### src/rtl/display_pkg.sv
// Constants shared by the display scanner and the 7-segment decoder it feeds.
package display_pkg;
  // Must match the decoder's default branch, which turns all segments off.
  localparam logic [7:0] CODIGO_APAGADO = 8'hFF;
  localparam int DIV_PADRAO     = 50000;
  localparam int NUM_DIG_PADRAO = 8;
endpackage

### src/rtl/divisor_freq.sv
// Digit-slot prescaler: counts 0..DIV-1 and flags the last count with tick.
module divisor_freq
  import display_pkg::*;
#(
  parameter int DIV = DIV_PADRAO
) (
  input  logic clock,
  input  logic reset,
  output logic tick
);

  // One bit minimum so DIV=1 still has a (constant zero) counter.
  localparam int W = (DIV > 1) ? $clog2(DIV) : 1;
  localparam logic [W-1:0] MAX = W'(DIV - 1);

  logic [W-1:0] cont;

  always_ff @(posedge clock or negedge reset) begin
    if (!reset) begin
      cont <= '0;
    end else if (cont == MAX) begin
      cont <= '0;
    end else begin
      cont <= cont + 1'b1;
    end
  end

  assign tick = (cont == MAX);

endmodule

### src/rtl/varredor_display.sv
// Time-multiplexed hex display scanner with double-buffered loads that commit
// only at frame boundaries, plus optional leading-zero blanking.
module varredor_display
  import display_pkg::*;
#(
  parameter int NUM_DIG = NUM_DIG_PADRAO,
  parameter int DIV     = DIV_PADRAO,
  localparam int IW     = $clog2(NUM_DIG)
) (
  input  logic                   clock,
  input  logic                   reset,
  input  logic [4*NUM_DIG-1:0]   valor,
  input  logic                   carga,
  input  logic                   apagar_zeros,
  output logic [7:0]             digito,
  output logic [NUM_DIG-1:0]     anodo,
  output logic [IW-1:0]          indice,
  output logic                   pendente
);

  // Handshake: carga is a strobe with no ready; every edge where it is high
  // overwrites buffer with valor and raises pendente, and ativo only takes
  // buffer on the last tick of a frame, so a frame is never torn.

  localparam logic [IW-1:0] ULTIMO = IW'(NUM_DIG - 1);

  logic                 tick;
  logic                 commit;
  logic [4*NUM_DIG-1:0] buffer;
  logic [4*NUM_DIG-1:0] ativo;
  logic [NUM_DIG-1:0]   zeros_acima;
  logic                 zero_acc;
  logic [3:0]           nibble;
  logic                 blanked;

  divisor_freq #(.DIV(DIV)) u_divisor (
    .clock (clock),
    .reset (reset),
    .tick  (tick)
  );

  assign commit = tick && (indice == ULTIMO) && pendente;

  always_ff @(posedge clock or negedge reset) begin
    if (!reset) begin
      indice <= '0;
    end else if (tick) begin
      indice <= (indice == ULTIMO) ? '0 : indice + 1'b1;
    end
  end

  // On a simultaneous load and commit, ativo takes the old buffer and the
  // new value stays pending for the next frame.
  always_ff @(posedge clock or negedge reset) begin
    if (!reset) begin
      buffer   <= '0;
      ativo    <= '0;
      pendente <= 1'b0;
    end else begin
      if (commit) begin
        ativo <= buffer;
      end
      if (carga) begin
        buffer   <= valor;
        pendente <= 1'b1;
      end else if (commit) begin
        pendente <= 1'b0;
      end
    end
  end

  // zeros_acima[i] is set when nibbles NUM_DIG-1..i of ativo are all zero.
  always_comb begin
    zero_acc    = 1'b1;
    zeros_acima = '0;
    for (int i = NUM_DIG - 1; i >= 0; i--) begin
      zero_acc       = zero_acc & (ativo[4*i +: 4] == 4'h0);
      zeros_acima[i] = zero_acc;
    end
    nibble  = ativo[4*indice +: 4];
    blanked = apagar_zeros && (indice != '0) && zeros_acima[indice];
    digito  = blanked ? CODIGO_APAGADO : {4'b0000, nibble};
    anodo   = ~(NUM_DIG'(1) << indice);
  end

endmodule

### config.mk
export PLATFORM = sky130hd
export DESIGN_NAME = varredor_display
export DESIGN_NICKNAME = d
export VERILOG_FILES = /design/src/rtl/display_pkg.sv /design/src/rtl/divisor_freq.sv /design/src/rtl/varredor_display.sv
export SDC_FILE = /design/constraint.sdc
export NUM_CORES = 1
export LEC_CHECK = 0
export BUFFER_PORTS_ARGS = -buffer_cell sky130_fd_sc_hd__buf_4
export CAP_MARGIN = 20
export CELL_PAD_IN_SITES_DETAIL_PLACEMENT = 1
export CELL_PAD_IN_SITES_GLOBAL_PLACEMENT = 2
export CORE_ASPECT_RATIO = 1.1
export CORE_UTILIZATION = 45
export CTS_BUF_LIST = sky130_fd_sc_hd__clkbuf_8
export DETAILED_ROUTE_END_ITERATION = 8
export PLACE_DENSITY_LB_ADDON = 0.1
export SETUP_SLACK_MARGIN = 0.05
export SLEW_MARGIN = 10
export SYNTH_ARGS = -nofsm -noshare
export SYNTH_HDL_FRONTEND = slang
export SYNTH_SLANG_ARGS = --single-unit
### constraint.sdc
create_clock -name clock -period 4.4 [get_ports clock]
set_input_delay 0.66 -clock clock [delete_from_list [all_inputs] [get_ports clock]]
set_output_delay 0.66 -clock clock [all_outputs]
set_load 0.1 [all_outputs]
* After elaboration in Yosys (flattened, before gate mapping)
Index checks and enable logic that the tools add are counted.
Storage, ports and cells: register bits 84, input bits 36, output and inout bits 20, word-level logic and storage cells 41
Cells by class: add/sub/neg operators 2, magnitude comparators 1, equal/unequal tests 2, shift-type cells 2, multiplexer cells 7, bitwise gates (word level) 8, reduce and logical (&&, ||, !) cells 14
Operator list (number):
- 4-bit zero test | 8
- 32-bit by 6-bit indexed part select with 4-bit output | 1
- 16-bit by 1-bit adder with 16-bit output, second input constant | 1
- 16-bit equality test, second input constant | 1
- 16-bit 2-to-1 mux | 1
- 8-bit 2-to-1 mux | 1
- 8-bit NOT | 1
- 1-bit by 3-bit left shift with 8-bit output, first input constant | 1
- 1-bit bitwise AND | 7
- 1-bit logical AND | 4
- 3-bit by 4-bit less-than comparator with 1-bit output, second input constant | 1
- 3-bit by 1-bit adder with 3-bit output, second input constant | 1
- 1-bit binary-select mux with 3-bit select | 1
- 3-bit equality test, second input constant | 1
- 1-bit 2-to-1 mux | 3
- 3-bit 2-to-1 mux | 1
- 3-bit nonzero test | 1
- 2-bit nonzero test | 1

* Depth between registers and ports, before layout
Gate-level depths: netlist of run 1.
depth in word-level cells 12, gate-level depth with buffers 8

* Modules after synthesis
From an unflattened synthesis of run 1, not the netlist that was laid out.
Second synthesis, totals: cells, all modules 281, area total of the unflattened synthesis 3821.2 um^2
By module, submodules not included:
- varredor_display | instances 1, cells each 214, area each 3059.2 um^2, sequential area each 1701.6 um^2
- divisor_freq | instances 1, cells each 67, area each 762.0 um^2, sequential area each 400.4 um^2

* Worst setup path after synthesis of run 1
OpenSTA, ideal clock, no wires.
path type reg-to-output, start register indice[0], end output port digito[0], arrival time 4.390 ns, setup slack -0.650 ns, stages on the path, launching flop included 8, path buffers 1, cells stage by stage dfrtp_1 -> buf_2 -> inv_1 -> ha_1 -> nand2b_1 -> o2111ai_1 -> nand3b_1 -> o22ai_1
Between the ends: cells in the longest elaborated chain, start to end 4, elaborated cells between the ends (all ways) 7, classes of those cells shift: 1; mux: 3; reduce/logical: 3
RTL lines:
- from (decl) | RTL line varredor_display.sv:17 | output logic [IW-1:0] indice,
- from (signal assigned) | RTL line varredor_display.sv:48 | indice <= (indice == ULTIMO) ? '0 : indice + 1'b1;
- branches (longest 3 deep; another with 32-bit by 6-bit indexed part select with 4-bit output)
- 8-bit 2-to-1 mux * | RTL line varredor_display.sv:82 | digito = blanked ? CODIGO_APAGADO : {4'b0000, nibble};
- to (decl) | RTL line varredor_display.sv:15 | output logic [7:0] digito,
Mark *: on every way between the ends. The select of a mux whose other input is x is not followed.

* Worst setup path after layout of run 1
start register indice[0], end output port digito[5]
Between the ends: cells in the longest elaborated chain, start to end 4, elaborated cells between the ends (all ways) 6, classes of those cells mux: 3; reduce/logical: 3
RTL lines:
- 1-bit binary-select mux with 3-bit select / 3-bit nonzero test (equally long branches) | RTL line varredor_display.sv:81 | blanked = apagar_zeros && (indice != '0) && zeros_acima[indice];
- 1-bit 2-to-1 mux (implied by the code) / 1-bit logical AND (equally long branches) | RTL line varredor_display.sv:81
- 1-bit logical AND * | RTL line varredor_display.sv:81
- 8-bit 2-to-1 mux * | RTL line varredor_display.sv:82
Every way passes the cells marked *; elsewhere a longest branch is shown, timed or not. The select of a mux whose other input is x is not followed.

==> flow_summary.toml, run 1 <==
[global_route]
met1_usage_pct = 26.88
grt_max_degree = 85
met3_usage_pct = 5.530
antenna_found_initial = 0
grt_pass1_wl_mm = 13.41
grt_pass1_vias = 2524
grtUsageTotal_pct = 19.55
grt_overflow = 0
use_met2_pct = 29.09
grt.busiest_layer = "met2"

[flow_run]
max_cap_viol_count = 0

[sta]
skew_ns = 0.01378
period_share_pct = 80.19
rsz0062_at_grt = "false"
worst_slew_pin_slew_ns = 0.6206
hold_viol_final = 0
max_freq_mhz = 283.4
min_period_ns = 3.528
relSlewSlack_pct = 58.08
setup_tns_ns = 0
slew_viol_final = 0
setup_viol = 0

[cts]
cts_inserted_buffers = 9
clk_pin_slew_ns = 0.08
tritoncts = "yes"
cts_hold_buf = 0
cts_sinks = 84
clock_latency_ns = 0.35
clockBufferDepth = 2
cts_resized = 0
cts-htree-levels = 3
root_buffer = "clkbuf_8"
cts_setup_buffers = 0

[logic_synthesis]
netlist.area_leader.share_pct = 53.10
synth-async-reset-ratio_pct = 100.0
synth.avg_cell_area_sq_um = 14.14
yosys_warnings = 0
synthTopCellsByCount = "dfrtp_1 (84), mux2_2 (32), mux2_4 (30)"
yosysMostFrequentCell = "dfrtp_1"
synth_compound_area_share_pct = 2.813
synthFlopType = "dfrtp_1"
synth_top_family_by_area = "multiplexers"
synth.ff_latch_count = 84
synth_xor_area_share_pct = 2.655
ys_types = 41
synth_area_sq_mm = 0.003959
synthCells = 280
synth.area.top_cells = "dfrtp_1 (53%), mux2_4 (11%), mux2_2 (9.1%), mux4_2 (4.6%), ha_1 (2.2%)"
yosysTopAreaCell = "dfrtp_1"
synthSimpleGateAreaFrac_pct = 8.723
synthAdderAreaFrac_pct = 2.212
synth_mux_area_share_pct = 26.11
ys_seq_area_share_pct = 53.10
synth_edf_count = 0
synth_fp_nets = 323

[setup_path]
worst-setup-path-type = "reg -> out"
path_delay_family = "simple AND/OR/NAND/NOR gates"
max_stage_delay_ns = 0.75
r2r-end = "ativo[2]$_DFFE_PN0P_"
worst-r2r-cell-count = 4
r2r_slack_ns = 2.03
arrival_ns = 2.87
end_kind = "primary output"
path_cells = "inv_1, ha_1, nand2b_1, o2111ai_1, nand3b_1, nor2_1, buf_4"
slowest_stage = "dfrtp_1"
start_kind = "register"
path_max_fanout = 14
cp_num_buf_inv = 2
worstPathRequired_ns = 3.74
reg2reg_from = "indice[0]$_DFFE_PN0N_"

[floorplanning]
initial_utilization_pct = 46.84
die_y_um = 100.4
fp-row-count = 35
die_area_sq_mm = 0.009177
core_sq_mm = 0.008452
die_x_um = 91.43
num_io_pins = 56

[pwr]
leakage_nw = 2.134
peakVddDrop_v = 0.0002420
powerDensity_mw_per_mm2 = 319.0

[routing]
drt.antenna.violating_nets = 0
drt-total-wl_mm = 8.076
drc = 0
routedWlPerCell_um = 18.11
viasPerCell = 5.359
drt_iter0_markers = 63
drt_first_pass_iters = 4
num_vias = 2390

[finish]
syn_to_final_growth_pct = 16.72
num_antenna_cells = 0
num-fill-cells = 848
drive_gt1_share_pct = 44.48
fin_util_pct = 54.67
finalNetCount = 374
postLayoutCellArea_sq_mm = 0.004621

[placed_design]
io_buffers = 55
placed_cell_area_sq_mm = 0.004395
gp_congestion = 0.8564
dpl.hpwl_mm = 5.712

[status]
outcome = "completed"

[min_path]
min-delay-path-class = "in -> async"
worst reg2reg max path, stage by stage (launching register included):
cell and delay [ns]:
dfrtp_1 0.75, ha_1 0.30, ha_1 0.21, and3_4 0.60
mux2_1 0.40
cell families (layout without fill, tap and decap cells):
logic type | count (synthesis) | count (layout)
DFF | 84 | 84
adders and majority gates | 7 | 7
buffers and inverters | 24 | 79
muxes | 74 | 74
and+or+nand+nor | 63 | 63
AOI/OAI and AO/OA | 16 | 16
xor gates and xnor gates | 12 | 12
where the power goes:
part,leakage [nW],internal [mW],switching (mW),total (mW)
clock,0.106,0.313,0.265,0.578
combinational,0.946,0.0482,0.0308,0.0790
sequential,1.08,0.801,0.0164,0.817
area by class of cell:
class,instances,area [sq um],share of cell area (%)
Sequential cell,84,2102,45.49
Multi-Input combinational cell,172,1708,36.96
Clock inverter,6,81.33,1.760
Tap cell,111,138.9,3.006
Clock buffer,9,123.9,2.681
Timing Repair Buffer,57,440.4,9.532
Inverter,7,26.28,0.5686
per-layer routing:
metal	share of wire [%]	wire length (um)
met2	47	3772
met4	3.0	240
met1	46	3747
met3	3.9	315
met5	0	0
registers in the layout (all words and copies together), names as in the netlist:
name and flops:
ativo 32, buffer 32, u_divisor.cont 16, indice 3, pendente 1
how the worst max path moves through the flow:
stage	startpoint	to	slack [ns]	depth (start not counted)
after detailed placement	indice[0]$_DFFE_PN0N_	digito[5]	1.16	7
after CTS	indice[0]$_DFFE_PN0N_	digito[5]	0.79	7
final	indice[0]$_DFFE_PN0N_	digito[5]	0.87	7
after global placement	indice[0]$_DFFE_PN0N_	digito[6]	1.30	7
after floorplan	indice[0]$_DFFE_PN0N_	digito[0]	-0.14	7
after global routing	indice[0]$_DFFE_PN0N_	digito[5]	0.55	7
layout by cell type (no fill, tap or decap), types with 8 or more instances in the layout:
master,Yosys,layout
buf_4,4,56
clkbuf_8,0,9
dfrtp_1,84,84
mux2_2,32,32
mux2_4,30,30
mux4_2,8,8
nand2_1,9,9
nand3_1,10,10
nor2_1,20,20
stage by stage:
step	setup WS, ns	total power [mW]	std cells	hold slack (ns)
global placement	1.304	0.9092	430	0.4538
CTS	0.7880	1.492	445	0.4882
detailed placement	1.160	0.9129	430	0.4714
floorplan	-0.1379	0.8633	280	0.3644
global route	0.5508	1.533	446	0.3415
finish	0.8715	1.474	446	0.3011
Power figures use the tool's default switching activity.
==> run 2, diff against run 1 <==
Settings changed: CORE_UTILIZATION 45 to 41.
Clock period 4.4 ns to 3.3 ns, I/O delays scaled along.
==> run 2 against run 1 <==
Via count down 0.75%; clock skew down 0.0038 ns; combinational power up 32%; critical path type unchanged; critical endpoint unchanged.
==> flow_summary.toml, run 2 (synthesis results as in run 1) <==
[placed_design]
dpl.hpwl_mm = 5.962
io_buffers = 55
gp_congestion = 0.7634
placed_cell_area_sq_mm = 0.004483

[sta]
skew_ns = 0.009945
relSlewSlack_pct = 58.94
min_period_ns = 3.010
setup_viol = 0
slew_viol_final = 0
worst_slew_pin_slew_ns = 0.6159
rsz0062_at_grt = "false"
period_share_pct = 91.21
max_freq_mhz = 332.2
hold_viol_final = 0
setup_tns_ns = 0

[cts]
cts_setup_buffers = 0
root_buffer = "clkbuf_8"
clk_pin_slew_ns = 0.08
cts_inserted_buffers = 9
cts_hold_buf = 0
clockBufferDepth = 2
cts-htree-levels = 3
cts_resized = 0
clock_latency_ns = 0.35
tritoncts = "yes"
cts_sinks = 84

[floorplanning]
initial_utilization_pct = 42.33
die_x_um = 95.69
fp-row-count = 37
num_io_pins = 56
die_area_sq_mm = 0.01005
die_y_um = 105.1
core_sq_mm = 0.009351

[finish]
reg.largest.list = "ativo: 32 flops, buffer: 32 flops, u_divisor.cont: 16 flops"
num_antenna_cells = 0
num-fill-cells = 947
finalNetCount = 378
final_common_cell = "dfrtp_1"
syn_to_final_growth_pct = 18.93
postLayoutCellArea_sq_mm = 0.004708
drive_gt1_share_pct = 46.47
final_cell_mix = "dfrtp_1 (82), buf_4 (61), mux2_2 (32)"

[status]
outcome = "completed"

[pwr]
peakVddDrop_v = 0.0002115
leakage_nw = 2.148
powerDensity_mw_per_mm2 = 424.5

[global_route]
grt_overflow = 0
grtUsageTotal_pct = 18.08
grt_max_degree = 44
antenna_found_initial = 0
grt_pass1_vias = 2510
grt_pass1_wl_mm = 13.50

[setup_path]
reg2reg_from = "u_divisor.cont[0]$_DFF_PN0_"
max_stage_delay_ns = 0.56
path_common_cell = "buf_4"
r2r-end = "ativo[2]$_DFFE_PN0P_"
startpoint = "indice[0]$_DFFE_PN0N_"
worstPathRequired_ns = 2.80
cp_num_buf_inv = 3
slowest_stage = "dfrtp_4"
start_kind = "register"
crit_cells = 8
r2r_slack_ns = 1.10
path_cells = "inv_1, ha_1, nand2b_4, o2111ai_1, nand3b_1, buf_4, nor2_1, buf_4"
path_delay_family = "buffers and inverters"
setup.worst_path.end = "digito[5]"
path_max_fanout = 14
arrival_ns = 2.51
end_kind = "primary output"
worst-r2r-cell-count = 5
worst-setup-path-type = "reg -> out"

[routing]
viasPerCell = 5.190
drt.antenna.violating_nets = 0
drt_iter0_markers = 51
drt-total-wl_mm = 8.042
routedWlPerCell_um = 17.60
num_vias = 2372
drt_first_pass_iters = 4
drc = 0

[flow_run]
max_cap_viol_count = 0

[min_path]
min-delay-path-class = "in -> async"
[run 2: power by group]
part	switching (mW)	total (mW)	internal [mW]
logic	0.0411	0.104	0.0634
registers	0.0220	1.09	1.07
clock network	0.358	0.804	0.447
[run 2: how the worst min path moves through the flow]
| stage | endpoint | slack [ns] |
|---|---|---|
| global placement | u_divisor.cont[15]$_DFF_PN0_ | 0.46 |
| finish | u_divisor.cont[6]$_DFF_PN0_ | 0.12 |
| floorplan | ativo[0]$_DFFE_PN0P_ | 0.20 |
| global route | u_divisor.cont[11]$_DFF_PN0_ | 0.14 |
| CTS | u_divisor.cont[7]$_DFF_PN0_ | 0.13 |
| detailed placement | u_divisor.cont[15]$_DFF_PN0_ | 0.47 |
[run 2: stage by stage]
stage	power, mW	util [%]	std cells	setup slack [ns]	hold slack, ns
after floorplan	1.151	-	280	0.1104	0.1994
after global placement	1.215	47.94	441	0.7078	0.4573
after detailed placement	1.220	47.94	441	0.6219	0.4709
after CTS	2.041	50.35	457	0.2221	0.1295
after global routing	2.088	50.35	457	0.05834	0.1447
final	1.999	50.35	457	0.2901	0.1209
[run 2: routing by layer]
layer  vias to the layer above  GRT usage (%)  wire [um]
met5                         -              0          0
met4                         0          8.102        162
met3                        10          3.348        251
met2                        50          26.99       3860
met1                      1201          25.38       3767
li1                       1111              -          -
[run 2: layout make-up]
cell class | instances | area, sq um | area share (%)
sequential | 84 | 2107 | 44.75
multi-input combinational | 172 | 1745 | 37.07
timing repair buffer | 61 | 457.9 | 9.726
tap | 117 | 146.4 | 3.109
clock buffer | 10 | 137.6 | 2.923
clock inverter | 6 | 87.58 | 1.860
inverter | 7 | 26.28 | 0.5581
==> run 3, diff against run 2 <==
Settings changed: MAX_ROUTING_LAYER set to met4.
==> run 3 against run 2 <==
Fmax about the same; flip-flop and latch count unchanged; worst hold slack better by 0.0015 ns; via count up 0.34%; core utilization unchanged; die area unchanged; non-clock buffer count unchanged; worst setup slack worse by 0.0026 ns; combinational power about the same; clock power about the same; clock skew about the same; global-route usage up 0.51 points; largest cell class unchanged.
==> flow_summary.toml, run 3 (synthesis results as in run 1) <==
[status]
outcome = "completed"

[floorplanning]
die_y_um = 105.1
fp-row-count = 37
num_io_pins = 56
die_x_um = 95.69
initial_utilization_pct = 42.33
die_area_sq_mm = 0.01005
core_sq_mm = 0.009351

[finish]
drive_gt1_share_pct = 46.47
final_cell_mix = "dfrtp_1 (82), buf_4 (61), mux2_2 (32)"
num_antenna_cells = 0
seqCellArea_sq_mm = 0.002107
num-fill-cells = 947
syn_to_final_growth_pct = 18.93
multiInputGateArea_sq_mm = 0.001745
reg.largest.list = "ativo: 32 flops, buffer: 32 flops, u_divisor.cont: 16 flops"
finalNetCount = 378
final_common_cell = "dfrtp_1"

[sta]
timing.final.ws_setup_ns = 0.2875
max_freq_mhz = 332.0
min_period_ns = 3.013
hold_viol_final = 0
period_share_pct = 91.29
relSlewSlack_pct = 59.01
holdWs_ns = 0.1224
worst_slew_pin_slew_ns = 0.6149
slew_viol_final = 0
skew_ns = 0.009551
setup_viol = 0
setup_tns_ns = 0
rsz0062_at_grt = "false"

[setup_path]
r2r-end = "ativo[2]$_DFFE_PN0P_"
path_common_cell = "buf_4"
cp_num_buf_inv = 3
r2r_slack_ns = 1.10
start_kind = "register"
end_kind = "primary output"
setup.worst_path.end = "digito[5]"
path_delay_family = "buffers and inverters"
path_max_fanout = 14
max_stage_delay_ns = 0.56
arrival_ns = 2.52
worst-setup-path-type = "reg -> out"
path_cells = "inv_1, ha_1, nand2b_4, o2111ai_1, nand3b_1, buf_4, nor2_1, buf_4"
reg2reg_from = "u_divisor.cont[0]$_DFF_PN0_"
crit_cells = 8
startpoint = "indice[0]$_DFFE_PN0N_"
slowest_stage = "dfrtp_4"
worst-r2r-cell-count = 5
worstPathRequired_ns = 2.80

[min_path]
min-delay-path-class = "in -> async"

[placed_design]
gp_congestion = 0.7736
place_ws_ns = 0.6219
io_buffers = 55
dpl.hpwl_mm = 5.962

[pwr]
leakage_nw = 2.148
power_mw = 1.999
peakVddDrop_v = 0.0002112
powerDensity_mw_per_mm2 = 424.5

[cts]
clock_latency_ns = 0.35
cts_inserted_buffers = 9
cts_sinks = 84
cts-htree-levels = 3
tritoncts = "yes"
root_buffer = "clkbuf_8"
cts_hold_buf = 0
cts_setup_buffers = 0
cts_resized = 0
clockBufferDepth = 2
clk_pin_slew_ns = 0.08

[routing]
routedWlPerCell_um = 17.66
viasPerCell = 5.208
drt_first_pass_iters = 4
drt.antenna.violating_nets = 0
drc = 0
num_vias = 2380
drt-total-wl_mm = 8.071
drt_iter0_markers = 53

[flow_run]
max_cap_viol_count = 0

[global_route]
grt_pass1_wl_mm = 13.48
grt_pass1_vias = 2520
antenna_found_initial = 0
grt_overflow = 0
grt_max_degree = 44
grtUsageTotal_pct = 18.59
-- run 3: worst min-delay path by stage --
stage                                              end  slack (ns)  cells past startpoint
after CTS                  u_divisor.cont[7]$_DFF_PN0_        0.13                      1
final                      u_divisor.cont[6]$_DFF_PN0_        0.12                      1
after floorplan                   ativo[0]$_DFFE_PN0P_        0.20                      0
after detailed placement  u_divisor.cont[15]$_DFF_PN0_        0.47                      1
after global routing      u_divisor.cont[11]$_DFF_PN0_        0.14                      1
after global placement    u_divisor.cont[15]$_DFF_PN0_        0.46                      1
-- run 3: cell type report --
type	count	share of cell area [%]
inverter	7	0.5581
multi-input combinational	172	37.07
sequential	84	44.75
clock buffer	10	2.923
tap	117	3.109
clock inverter	6	1.860
timing repair buffer	61	9.726
-- run 3: stage by stage --
stage	utilization [%]	instances	cell area, sq um
3_3_place_gp	47.94	441	4483
4_1_cts	50.35	457	4708
6_report	50.35	457	4708
2_1_floorplan	-	280	4029
3_5_place_dp	47.94	441	4483
5_1_grt	50.35	457	4708
-- run 3: per-layer routing --
layer / track usage (%) / share of wire, %
met5: - / 0
met1: 25.38 / 48
met3: 3.130 / 2.7
met4: 8.102 / 1.9
met2: 27.14 / 48
-- run 3: power by group --
part / switching, mW / total (mW) / internal (mW) / leakage, nW
Clock: 0.358 / 0.804 / 0.447 / 0.116
Sequential: 0.0220 / 1.09 / 1.07 / 1.08
Combinational: 0.0410 / 0.104 / 0.0634 / 0.955
